**config.mk**
```make
export PLATFORM = sky130hd
export DESIGN_NAME = wb_timer
export DESIGN_NICKNAME = d
export VERILOG_FILES = /design/src/rtl/wb_timer_pkg.sv /design/src/rtl/wb_timer_chan.sv /design/src/rtl/wb_timer.sv
export SDC_FILE = /design/constraint.sdc
export NUM_CORES = 1
export LEC_CHECK = 0
export BUFFER_PORTS_ARGS = -buffer_cell sky130_fd_sc_hd__buf_2
export CAP_MARGIN = 5
export CORE_ASPECT_RATIO = 2
export CORE_MARGIN = 2
export CORE_UTILIZATION = 55
export DETAILED_ROUTE_END_ITERATION = 16
export PLACE_DENSITY_LB_ADDON = 0.05
export RECOVER_POWER = 25
export SYNTH_ARGS = -nofsm -noshare
export SYNTH_HDL_FRONTEND = slang
export SYNTH_HIERARCHICAL = 1
export SYNTH_SLANG_ARGS = --single-unit
```
**constraint.sdc**
```tcl
create_clock -name clk -period 6.7 [get_ports clk]
set_clock_uncertainty 0.1 [all_clocks]
set_input_delay 1.005 -clock clk [delete_from_list [all_inputs] [get_ports clk]]
set_output_delay 1.005 -clock clk [all_outputs]
set_load 0.02 [all_outputs]
```
**src/rtl/wb_timer_pkg.sv**
```systemverilog
// wb_timer_pkg: register map and CTRL layout
// shared by wb_timer and wb_timer_chan
package wb_timer_pkg;

  localparam logic [1:0] R_CTRL    = 2'd0;
  localparam logic [1:0] R_RELOAD  = 2'd1;
  localparam logic [1:0] R_COUNT   = 2'd2;
  localparam logic [1:0] R_COMPARE = 2'd3;
  localparam logic [4:0] R_STATUS  = 5'd16;

  localparam int B_EN  = 0;
  localparam int B_AR  = 1;
  localparam int B_IE  = 2;
  localparam int P_LSB = 8;
  localparam int P_MSB = 15;

  typedef struct packed {
    logic [7:0] presc;
    logic       ie;
    logic       ar;
    logic       en;
  } ctrl_t;

  function automatic logic [31:0] ctrl_word(
    input ctrl_t c
  );
    logic [31:0] w;
    w              = '0;
    w[P_MSB:P_LSB] = c.presc;
    w[B_IE]        = c.ie;
    w[B_AR]        = c.ar;
    w[B_EN]        = c.en;
    return w;
  endfunction

  function automatic ctrl_t ctrl_dec(
    input logic [31:0] w
  );
    ctrl_t c;
    c.presc = w[P_MSB:P_LSB];
    c.ie    = w[B_IE];
    c.ar    = w[B_AR];
    c.en    = w[B_EN];
    return c;
  endfunction

endpackage

```
**src/rtl/wb_timer_chan.sv**
```systemverilog
// wb_timer_chan: one prescaled auto-reload down-counter
// COMPARE/PWM only exist when WB_TIMER_PWM_EN is defined
module wb_timer_chan
  import wb_timer_pkg::*;
#(
  parameter int CW = 24
) (
  input  logic             clk,
  input  logic             p_reset_n,
  input  logic             wr_ctrl,
  input  logic             wr_reload,
  input  logic             wr_count,
  input  logic             wr_cmp,
  input  logic [31:0]      wdata,
  output logic [3:0][31:0] rd_o,
  output logic             expire_o,
  output logic             irq_o,
  output logic             pwm_o
);

  ctrl_t         ctrl_q, ctrl_d;
  logic [7:0]    pre_q, pre_d;
  logic [CW-1:0] reload_q, reload_d;
  logic [CW-1:0] count_q, count_d;
  logic [CW-1:0] cmp_v;
  logic          irq_q, irq_d;
  logic          tick;
  logic          unused_wdata;

  assign tick     = ctrl_q.en
                  & (pre_q == ctrl_q.presc);
  assign expire_o = tick & (count_q == '0);
  assign irq_d    = expire_o & ctrl_q.ie;
  assign irq_o    = irq_q;
  assign unused_wdata = ^wdata;

  // prescale, count down, expire; bus writes win
  always_comb begin
    ctrl_d   = ctrl_q;
    pre_d    = pre_q;
    reload_d = reload_q;
    count_d  = count_q;
    if (ctrl_q.en) begin
      pre_d = tick ? 8'd0 : pre_q + 8'd1;
    end
    if (tick) begin
      if (count_q != '0) begin
        count_d = count_q - CW'(1);
      end else if (ctrl_q.ar) begin
        count_d = reload_q;
      end else begin
        ctrl_d.en = 1'b0;
      end
    end
    if (wr_ctrl) begin
      ctrl_d = ctrl_dec(wdata);
      if (wdata[B_EN] & ~ctrl_q.en) begin
        pre_d = 8'd0;
      end
    end
    if (wr_reload) begin
      reload_d = wdata[CW-1:0];
    end
    if (wr_count) begin
      count_d = wdata[CW-1:0];
      pre_d   = 8'd0;
    end
  end

  // channel state registers
  always_ff @(posedge clk or negedge p_reset_n) begin
    if (!p_reset_n) begin
      ctrl_q   <= '0;
      pre_q    <= '0;
      reload_q <= '0;
      count_q  <= '0;
      irq_q    <= 1'b0;
    end else begin
      ctrl_q   <= ctrl_d;
      pre_q    <= pre_d;
      reload_q <= reload_d;
      count_q  <= count_d;
      irq_q    <= irq_d;
    end
  end

`ifdef WB_TIMER_PWM_EN
  logic [CW-1:0] cmp_q, cmp_d;
  logic          pwm_q, pwm_d;

  assign pwm_d = ctrl_q.en
               & (count_q < cmp_q);
  assign cmp_v = cmp_q;
  assign pwm_o = pwm_q;

  // compare register update
  always_comb begin
    cmp_d = cmp_q;
    if (wr_cmp) begin
      cmp_d = wdata[CW-1:0];
    end
  end

  // compare and registered pwm output
  always_ff @(posedge clk or negedge p_reset_n) begin
    if (!p_reset_n) begin
      cmp_q <= '0;
      pwm_q <= 1'b0;
    end else begin
      cmp_q <= cmp_d;
      pwm_q <= pwm_d;
    end
  end
`else
  logic unused_cmp;

  assign cmp_v      = '0;
  assign pwm_o      = 1'b0;
  assign unused_cmp = wr_cmp;
`endif

  // zero-extended readback words
  always_comb begin
    rd_o                      = '0;
    rd_o[R_CTRL]              = ctrl_word(ctrl_q);
    rd_o[R_RELOAD][CW-1:0]    = reload_q;
    rd_o[R_COUNT][CW-1:0]     = count_q;
    rd_o[R_COMPARE][CW-1:0]   = cmp_v;
  end

endmodule

```
**src/rtl/wb_timer.sv**
```systemverilog
// wb_timer: Wishbone slave with CHANNELS timers
// PWM/COMPARE enabled by WB_TIMER_PWM_EN
module wb_timer
  import wb_timer_pkg::*;
#(
  parameter int          CHANNELS = 2,
  parameter int          CW       = 24,
  parameter logic [14:0] BASE     = 15'h0
) (
  input  logic                clk,
  input  logic                p_reset_n,
  input  logic [14:0]         adr_i,
  input  logic [31:0]         dat_i,
  output logic [31:0]         dat_o,
  input  logic                we_i,
  input  logic                stb_i,
  output logic                ack_o,
  output logic [CHANNELS-1:0] irq_o,
  output logic [CHANNELS-1:0] pwm_o
);

  logic                hit, acc, wr;
  logic [4:0]          a;
  logic                ack_q, ack_d;
  logic [31:0]         dat_q, dat_d;
  logic [31:0]         rdata;
  logic [CHANNELS-1:0] flag_q, flag_d;
  logic [CHANNELS-1:0] expire;
  logic [3:0][3:0][31:0] crd;

  assign a   = adr_i[4:0];
  assign hit = stb_i
             & (adr_i[14:5] == BASE[14:5]);
  assign acc = hit & ~ack_q;
  assign wr  = acc & we_i;

  for (genvar n = 0; n < 4; n++) begin : g_ch
    if (n < CHANNELS) begin : g_on
      logic sel;
      assign sel = wr & ~a[4]
                 & (a[3:2] == 2'(n));
      wb_timer_chan #(
        .CW(CW)
      ) u_chan (
        .clk      (clk),
        .p_reset_n(p_reset_n),
        .wr_ctrl  (sel & (a[1:0] == R_CTRL)),
        .wr_reload(sel & (a[1:0] == R_RELOAD)),
        .wr_count (sel & (a[1:0] == R_COUNT)),
        .wr_cmp   (sel & (a[1:0] == R_COMPARE)),
        .wdata    (dat_i),
        .rd_o     (crd[n]),
        .expire_o (expire[n]),
        .irq_o    (irq_o[n]),
        .pwm_o    (pwm_o[n])
      );
    end else begin : g_off
      assign crd[n] = '0;
    end
  end

  // read mux over channel words and STATUS
  always_comb begin
    rdata = '0;
    unique case (1'b1)
      (a == R_STATUS): rdata[CHANNELS-1:0] = flag_q;
      !a[4]:           rdata = crd[a[3:2]][a[1:0]];
      default: ;
    endcase
  end

  // ack pulse, read data, sticky expiry flags
  always_comb begin
    ack_d  = acc;
    dat_d  = acc ? rdata : '0;
    flag_d = flag_q;
    if (wr & (a == R_STATUS)) begin
      flag_d = flag_q & ~dat_i[CHANNELS-1:0];
    end
    flag_d = flag_d | expire;
  end

  // bus-side registers
  always_ff @(posedge clk or negedge p_reset_n) begin
    if (!p_reset_n) begin
      ack_q  <= 1'b0;
      dat_q  <= '0;
      flag_q <= '0;
    end else begin
      ack_q  <= ack_d;
      dat_q  <= dat_d;
      flag_q <= flag_d;
    end
  end

  assign ack_o = ack_q;
  assign dat_o = dat_q;

endmodule

```
==> metrics.yaml <==
outcome:
  status: "complete, but fails checks"
  violations: "capacitance limit, slew limit"
power:
  power.density_mw_per_mm2: 171
  p_clk_share_pct: 43.9
  p_total_mw: 2.17
  p_comb_share_pct: 8.4
  p_int_mw: 1.62
  vdd_drop_max_mv: 0.183
  seq_power_share_pct: 47.7
  switchingPower_mw: 0.545
  leakagePower_nw: 5.77
  switching_share_pct: 25.1
clock_network:
  post_cts_buffers: 0
  cts_buffer_depth: 2
  cts_tree: "done"
  insertion_delay_ps: 460
  cts_hold_buffers: 0
  cts_buffers: 17
  root_buffer: "clkbuf_16"
  cts.sinks: 171
  cts_resized: 0
  htree_num_levels: 4
  clk_pin_slew_ps: 60
floorplan:
  ioPinCount: 88
  die_w_um: 109
  chipHeight_um: 215
  coreArea_mm2: 0.0220
  start_util_pct: 55.6
  die_area_mm2: 0.0235
  num_rows: 77
route:
  drt_wl_total_um: 35900
  postRouteAntennaNets: 0
  drt-initial-drc-count: 590
  vias_per_cell: 5.93
  wl_per_cell_um: 22.4
  drc_errors: 0
  dr.pass1.iters: 5
  dr_total_vias: 9518
worst_setup_path:
  critPathArrivalTime_ps: 4320
  required_ps: 6970
  path_max_fanout: 32
  start_kind: "input port"
  crit_path_end_kind: "flip-flop"
  rr_worst_depth: 10
  crit_type: "in2reg"
synth:
  yosysWarningCount: 6
  syn_area_mm2: 0.0122
  synth.avg_cell_area_um2: 9.43
  syn_inst: 1295
flow_run:
  drv_cap: 2
timing:
  final_max_slew_viol_count: 100
  rsz0062_at_grt: "false"
  worst_pin_slew_ps: 2280
  fin_crit_sh_pct: 60.5
  finalSetupViolations: 0
  max_freq_mhz: 247
  finalCriticalPeriod_ps: 4060
  hold_viol: 0
  tns_ps: 0
  slew-limit-headroom_pct: -52.1
placed_design:
  portBuffers: 77
  dp.cells: 1574
  place_hpwl_um: 24900
  gp_congestion: 0.964
global_routing:
  grt_pass1_wl_um: 55000
  grt_max_degree: 76
  antenna_found_initial: 1
  globalRouteOverflowTotal: 0
  gr-usage-all-layers_pct: 31.8
  grt_pass1_vias: 9467
layout:
  fin_nets: 1374
  drive_gt1_share_pct: 18.1
  multiInputGateArea_mm2: 0.00692
  seq_area_mm2: 0.00428
  antenna_cells: 0
  fillers: 2027
  syn_to_final_growth_pct: 3.56
  fin_cells: 1604
worst_hold_path:
  min_path_type: "reg2reg"
  hold_path_depth: 1
[worst max-delay path: stages]
cell and delay [ps]:
buf_2 90, nor4_1 380, nand4b_1 130, buf_4 270, or4b_4 580, nor2_1 110, buf_4 280, inv_1 500
nand2b_1 560, nor2_1 160, a211oi_1 230
[cells in the final DEF, fill, tap and decap left out, drive strengths merged, types with 5 or more instances in the layout]
| cell type | instances |
|---|---|
| nor3b | 10 |
| nor3 | 26 |
| o211ai | 6 |
| xnor2 | 40 |
| nand2 | 41 |
| xor2 | 26 |
| nand4b | 5 |
| mux2i | 128 |
| and3 | 13 |
| o21ai | 162 |
| or3 | 6 |
| nand2b | 6 |
| nand3b | 19 |
| nor2 | 107 |
| dfrtp | 171 |
| mux2 | 68 |
| clkinv | 6 |
| o221a | 8 |
| o22ai | 8 |
| buf | 93 |
| a211o | 8 |
| nand3 | 27 |
| conb | 140 |
| and2 | 7 |
| a21oi | 32 |
| inv | 8 |
| nand4 | 48 |
| nor4 | 14 |
| a31oi | 8 |
| a211oi | 8 |
| ha | 6 |
| clkbuf | 24 |
[cell type report]
cell class	count	area share [%]
Clock buffer	22	3.75
Clock inverter	8	0.554
Inverter	9	0.267
Multi-Input combinational cell	1023	54.7
Sequential cell	171	33.8
Tap cell	276	2.73
Timing Repair Buffer	95	4.15
[path summary, 6_finish.rpt]
path,from,endpoint,slack [ps]
min,flag_q[1],flag_q[1],380
min reg2reg,flag_q[1],flag_q[1],380
max reg2reg,ack_o,g_ch[0].g_on.u_chan/count_q[5],2990
min in group asynchronous,p_reset_n,dat_o[21],1120
max,adr_i[12],g_ch[0].g_on.u_chan/count_q[5],2640
max in group asynchronous,p_reset_n,g_ch[1].g_on.u_chan/rd_o[15],2810
[metal layers]
metal | global-route usage, % | share of wire, %
met3 | 5.55 | 4.4
met4 | 18.6 | 5.9
met5 | 0 | 0.036
met1 | 35.8 | 37
met2 | 54.7 | 52
[metrics by stage]
stage | hold slack [ps] | utilization, % | area (um2) | setup slack, ps
floorplan | 349 | - | 12700 | 3280
global placement | 363 | 55.2 | 12100 | 2280
detailed placement | 368 | 55.2 | 12100 | 2270
CTS | 343 | 57.7 | 12700 | 2740
global route | 403 | 57.6 | 12700 | 2280
finish | 381 | 57.6 | 12700 | 2640
[power groups by stage]
stage / Sequential, mW / Combinational (mW) / Clock (mW)
6_report: 1.03 / 0.183 / 0.952
5_1_grt: 1.03 / 0.203 / 1.00
4_1_cts: 1.03 / 0.182 / 0.971
3_5_place_dp: 1.05 / 0.181 / 0
3_3_place_gp: 1.05 / 0.180 / 0
2_1_floorplan: 1.05 / 0.170 / 0
[flip-flops by register name (all words and copies together), names as in the netlist]
name / cells
ack_o: 1
dat_o: 32
g_ch.g_on.u_chan/rd_o: 22
flag_q: 2
g_ch.g_on.u_chan/pre_q: 16
g_ch.g_on.u_chan/reload_q: 48
g_ch.g_on.u_chan/count_q: 48
g_ch.g_on.u_chan/irq_o: 2
(Power assumes the default switching activity.)
